## src/rtl/shiftaes_block_packer.sv

```systemverilog
// shiftaes_block_packer
//   Packs a byte stream big-endian into 64-bit plaintext blocks for the
//   ShiftAES core. It pads the final block of each message and hands each
//   block downstream over a valid/ready handshake.
//
//   Build option: SHIFTAES_PKCS_PAD_EN
//     defined   - PKCS#7 padding (pad byte = 8-k). A message that ends on a
//                 full block is followed by a pad-only block.
//     undefined - zero padding. A full final block carries out_last itself.
//
//   Ports
//     clk, reset          rising-edge clock, async active-high reset
//     in_data/in_valid/   byte input with valid/ready handshake;
//     in_last/in_ready    in_last marks the final byte of a message
//     out_block/out_valid block output with valid/ready handshake;
//     out_ready           the first byte of a block is in [63:56]
//     out_last            block is the final block of a message
//     out_nbytes          number of real message bytes in out_block (0..8)
//     blk_cnt             blocks handed off since reset (wraps)
//
//   state | meaning
//   ------+------------------------------------------------------------
//   FILL  | assembling bytes; in_ready=1
//   HOLD  | data block in output register, waiting for handshake
//   PAD   | pad-only block in output register, waiting for handshake

module shiftaes_block_packer (
  input  logic        clk,
  input  logic        reset,
  input  logic [7:0]  in_data,
  input  logic        in_valid,
  input  logic        in_last,
  output logic        in_ready,
  output logic [63:0] out_block,
  output logic        out_valid,
  input  logic        out_ready,
  output logic        out_last,
  output logic [3:0]  out_nbytes,
  output logic [15:0] blk_cnt
);

  typedef enum logic [1:0] {ST_FILL, ST_HOLD, ST_PAD} state_t;

  localparam logic [63:0] PAD_BLOCK = {8{8'h08}};

  state_t      state_q, state_d;
  logic [2:0]  byte_idx_q, byte_idx_d;
  logic [63:0] asm_q, asm_d;
  logic [63:0] out_block_q, out_block_d;
  logic        out_last_q, out_last_d;
  logic [3:0]  out_nbytes_q, out_nbytes_d;
  logic [15:0] blk_cnt_q, blk_cnt_d;
  logic        pend_pad_q, pend_pad_d;

  logic        in_fire;
  logic        out_fire;
  logic        blk_done;
  logic [7:0]  pad_byte;
  logic [63:0] fill_block;

  assign in_ready   = (state_q == ST_FILL);
  assign out_valid  = (state_q != ST_FILL);
  assign in_fire    = in_valid & in_ready;
  assign out_fire   = out_valid & out_ready;
  assign blk_done   = in_last | (byte_idx_q == 3'd7);

  assign out_block  = out_block_q;
  assign out_last   = out_last_q;
  assign out_nbytes = out_nbytes_q;
  assign blk_cnt    = blk_cnt_q;

`ifdef SHIFTAES_PKCS_PAD_EN
  // k = byte_idx+1 real bytes, so the pad value 8-k equals 7-byte_idx.
  assign pad_byte = 8'd7 - {5'd0, byte_idx_q};
`else
  assign pad_byte = 8'h00;
`endif

  // Block as it will look once the current byte lands: lanes below the
  // index come from the assembly register, the current lane takes in_data
  // directly, and lanes above are pad. All 8 lanes are driven, so stale
  // assembly bytes from an earlier block cannot leak out.
  always_comb begin
    fill_block = '0;
    for (int l = 0; l < 8; l++) begin
      if (3'(l) < byte_idx_q)
        fill_block[8*(7-l) +: 8] = asm_q[8*(7-l) +: 8];
      else if (3'(l) == byte_idx_q)
        fill_block[8*(7-l) +: 8] = in_data;
      else
        fill_block[8*(7-l) +: 8] = pad_byte;
    end
  end

  always_comb begin
    state_d      = state_q;
    byte_idx_d   = byte_idx_q;
    asm_d        = asm_q;
    out_block_d  = out_block_q;
    out_last_d   = out_last_q;
    out_nbytes_d = out_nbytes_q;
    blk_cnt_d    = blk_cnt_q;
    pend_pad_d   = pend_pad_q;

    unique case (state_q)
      ST_FILL: begin
        if (in_fire) begin
          asm_d[8*(7-int'(byte_idx_q)) +: 8] = in_data;
          byte_idx_d = byte_idx_q + 3'd1;
          if (blk_done) begin
            out_block_d  = fill_block;
            out_nbytes_d = {1'b0, byte_idx_q} + 4'd1;
            byte_idx_d   = 3'd0;
            state_d      = ST_HOLD;
`ifdef SHIFTAES_PKCS_PAD_EN
            // A full final block still needs a pad block behind it.
            out_last_d = in_last & (byte_idx_q != 3'd7);
            pend_pad_d = in_last & (byte_idx_q == 3'd7);
`else
            out_last_d = in_last;
`endif
          end
        end
      end
      ST_HOLD: begin
        if (out_fire) begin
          blk_cnt_d = blk_cnt_q + 16'd1;
          if (pend_pad_q) begin
            out_block_d  = PAD_BLOCK;
            out_nbytes_d = 4'd0;
            out_last_d   = 1'b1;
            state_d      = ST_PAD;
          end else begin
            state_d = ST_FILL;
          end
        end
      end
      ST_PAD: begin
        if (out_fire) begin
          blk_cnt_d  = blk_cnt_q + 16'd1;
          pend_pad_d = 1'b0;
          state_d    = ST_FILL;
        end
      end
      default: state_d = ST_FILL;
    endcase
  end

  always_ff @(posedge clk or posedge reset) begin
    if (reset) begin
      state_q      <= ST_FILL;
      byte_idx_q   <= 3'd0;
      asm_q        <= '0;
      out_block_q  <= '0;
      out_last_q   <= 1'b0;
      out_nbytes_q <= 4'd0;
      blk_cnt_q    <= 16'd0;
      pend_pad_q   <= 1'b0;
    end else begin
      state_q      <= state_d;
      byte_idx_q   <= byte_idx_d;
      asm_q        <= asm_d;
      out_block_q  <= out_block_d;
      out_last_q   <= out_last_d;
      out_nbytes_q <= out_nbytes_d;
      blk_cnt_q    <= blk_cnt_d;
      pend_pad_q   <= pend_pad_d;
    end
  end

endmodule

```

## config.mk

```make
export PLATFORM = sky130hd
export DESIGN_NAME = shiftaes_block_packer
export DESIGN_NICKNAME = d
export VERILOG_FILES = /design/src/rtl/shiftaes_block_packer.sv
export SDC_FILE = /design/constraint.sdc
export NUM_CORES = 1
export LEC_CHECK = 0
export CORE_ASPECT_RATIO = 1.4
export CORE_UTILIZATION = 60
export CTS_BUF_LIST = sky130_fd_sc_hd__clkbuf_2 sky130_fd_sc_hd__clkbuf_4 sky130_fd_sc_hd__clkbuf_8
export DETAILED_ROUTE_END_ITERATION = 16
export PLACE_DENSITY = 0.88
export SLEW_MARGIN = 40
export SYNTH_ARGS = -nofsm -noshare
export SYNTH_HDL_FRONTEND = slang
export SYNTH_SLANG_ARGS = --single-unit
```

## constraint.sdc

```tcl
create_clock -name clk -period 12.2 [get_ports clk]
set_clock_uncertainty 0.15 [all_clocks]
set_input_delay 2.44 -clock clk [delete_from_list [all_inputs] [get_ports clk]]
set_output_delay 2.44 -clock clk [all_outputs]
set_load 0.005 [all_outputs]
```

==> flow_metrics.tcl <==
set metrics [dict create \
    status "completed" \
    hpwlAfterDp_microns 10400 \
    ys_warn_count 0 \
    relSlewSlack_pct 44.1 \
    die_h_microns 125 \
    multiInputGateArea_sq_um 2610 \
    htreeDepth 4 \
    top_usage_layer "met2" \
    finalMaxSlewViolations 0 \
    drt_first_pass_iters 6 \
    grt_pass1_wl_microns 26500 \
    r2r_slack_ns 9.03 \
    ant_nets 0 \
    worstSetupEndpoint "out_block[1]" \
    fmax_ghz 0.233 \
    yosysTopAreaCell "dfrtp_1" \
    ys_top_cells_by_area "dfrtp_1, mux2_2, nor2_1, a221oi_1, a31oi_1" \
    seq_area_sq_um 3630 \
    synth.top_cell.area_share_pct 56.3 \
    post-place-ws_ns 7.53 \
    power_leakage_nw 3.49 \
    root_buffer "clkbuf_8" \
    insertion_delay_ns 0.45 \
    synthesis.area_sq_um 6440 \
    finalCriticalPeriod_ns 4.30 \
    gp_congestion 0.784 \
    r2r_start "byte_idx_q[1]" \
    synth_cells 597 \
    fin_ws_ns 7.90 \
    post_cts_buffers 0 \
    pin_count 100 \
    final_area_sq_um 8010 \
    place_area_sq_um 7510 \
    nFillCells 623 \
    dieWidth_microns 89.6 \
    grt_pass1_vias 5271 \
    worstSetupPathType "in -> reg" \
    areaGrowthSynthToFinish_pct 24.2 \
    drive_above_1_share_pct 14.5 \
    worstPathArrival_ns 4.48 \
    min_path_type "reg -> reg" \
    coreArea_sq_um 10400 \
    portBuffers 99 \
    grt_start_max_net_pins 82 \
    grt_util_met3_pct 8.55 \
    met2_usage_pct 50.4 \
    synth-edff-count 0 \
    clkSinkCount 145 \
    avgSynthCellArea_sq_um 10.8 \
    rows 44 \
    use_met1_pct 39.8 \
    power_density_nw_per_um2 198 \
    antenna_found_initial 0 \
    synth_nets 615 \
    initial_core_util_pct 61.9 \
    whs_ns 0.328 \
    cts_buffers 17 \
    synth_seq_cells 145 \
    viasPerCell 6.15 \
    worstSetupStartpoint "in_valid" \
    dr_total_vias 5084 \
    cts.clk_slew.worst_paths_ns 0.08 \
    finalPower_mw 1.59 \
    ir_drop_mv 0.113 \
    synth_cell_types 38 \
    critPathCaptureType "flop" \
    fin_util_pct 77.0 \
    gr-total-overflow 0 \
    hold_viol 0 \
    placedCellCount 794 \
    worst_pin_slew_ns 0.835 \
    antenna_cells 0 \
    rr_worst_depth 5 \
    cp_max_fo 43 \
    finalNonFillerCells 826 \
    ys.flop_type "dfrtp_1" \
    max_cap_viol_count 0 \
    worstSetupStartpointType "input port" \
    post-route-period-util_pct 35.2 \
    dr.first_iter.drc_count 407 \
    ys_seq_area_share_pct 56.3 \
    drt-total-wl_microns 16200 \
    ctsResizeCount 0 \
    ys_async_sr_fraction_pct 100 \
    required_ns 12.39 \
    setup_viol 0 \
    r2r-end "asm_q[39]" \
    hold_depth 2 \
    cts_tree "built" \
    rsz0062_at_grt "no" \
    cts.hold.buffers_added 0 \
    post-route-drc-count 0 \
    wl_per_cell_microns 19.6 \
    num-nets-final 693 \
    die_area_sq_um 11200 \
    tns_ns 0 \
    track_usage_pct 31.8 \
    cts_buffer_depth 2 \
]
[cells in the final DEF (no fill, tap or decap), types with 3 or more instances in the layout]
| cell | Yosys | routed |
|---|---|---|
| dfrtp_1 | 145 | 144 |
| clkdlybuf4s50_1 | 0 | 99 |
| nor2_1 | 70 | 69 |
| nand2_1 | 51 | 51 |
| mux2_2 | 47 | 47 |
| a31oi_1 | 32 | 32 |
| o21ai_0 | 32 | 32 |
| nor2b_1 | 26 | 26 |
| a221oi_1 | 23 | 23 |
| clkbuf_8 | 0 | 22 |
| nand3_1 | 21 | 21 |
| nand4_1 | 18 | 18 |
| and2_1 | 17 | 17 |
| xnor2_1 | 12 | 12 |
| nand2b_1 | 9 | 9 |
| inv_1 | 9 | 8 |
| a22o_1 | 8 | 8 |
| ha_1 | 5 | 5 |
| bufinv_16 | 0 | 5 |
| nor3_4 | 3 | 4 |
| xor2_1 | 3 | 3 |
[worst min path at each step]
stage	from	endpoint	slack [ns]
2_1_floorplan	asm_q[57]	asm_q[57]	0.29
3_3_place_gp	asm_q[61]	asm_q[61]	0.30
3_5_place_dp	asm_q[59]	asm_q[59]	0.32
4_1_cts	asm_q[59]	asm_q[59]	0.33
5_1_grt	blk_cnt[11]	blk_cnt[11]	0.37
6_report	out_block[59]	out_block[59]	0.33
[registers in the layout (all words and copies together) (netlist names)]
register,cells
out_block,64
asm_q,56
blk_cnt,16
out_nbytes,4
byte_idx_q,3
out_last,1
state_q,1
[critical path: stages]
cell and delay (ns):
clkdlybuf4s50_1 0.53, nor2b_1 0.50, o21ai_4 0.37, buf_4 0.36
a22o_1 0.27
[synth_stat cells, types with 3 or more instances]
cell type	number
a221oi_1	23
dfrtp_1	145
nand2b_1	9
mux2_2	47
nor3_1	3
nor2b_1	26
o21ai_0	32
nor3_4	3
nor2_1	70
inv_1	9
buf_1	5
xnor2_1	12
a31oi_1	32
xor2_1	3
nand2_1	51
nand4_1	18
buf_2	17
nand3_1	21
and2_1	17
clkbuf_1	20
a22o_1	8
ha_1	5
[routing by layer]
layer | part of all wire [%] | wire length (microns) | vias to the layer above
met5 | 0 | 0 | -
met4 | 4.0 | 642 | 0
met3 | 7.0 | 1130 | 57
met2 | 51 | 8210 | 255
met1 | 38 | 6210 | 2527
li1 | - | - | 2245
[cells by family after synthesis]
kind of cell	Yosys count	share of synthesized area [%]
and+or+nand+nor	229	18.0
AOI/OAI and AO/OA	100	10.4
adders and majority gates	5	0.971
muxes	49	8.54
buffers and inverters	54	3.71
DFF	145	56.3
xor gates and xnor gates	15	2.04
[area by class of cell]
class / count / share of cell area (%)
well taps: 138 / 2.16
flip-flops and latches: 145 / 45.3
repair buffers: 104 / 13.4
inverters: 9 / 0.484
clock buffers: 23 / 3.88
clock inverters: 9 / 2.19
multi-input cells: 398 / 32.6
[report_power, final]
group	leakage, nW	switching (mW)	internal [mW]
registers	1.87	0.0936	0.609
logic	1.38	0.199	0.231
clock network	0.242	0.181	0.273
Note: power is estimated with default switching activity, not from simulation.
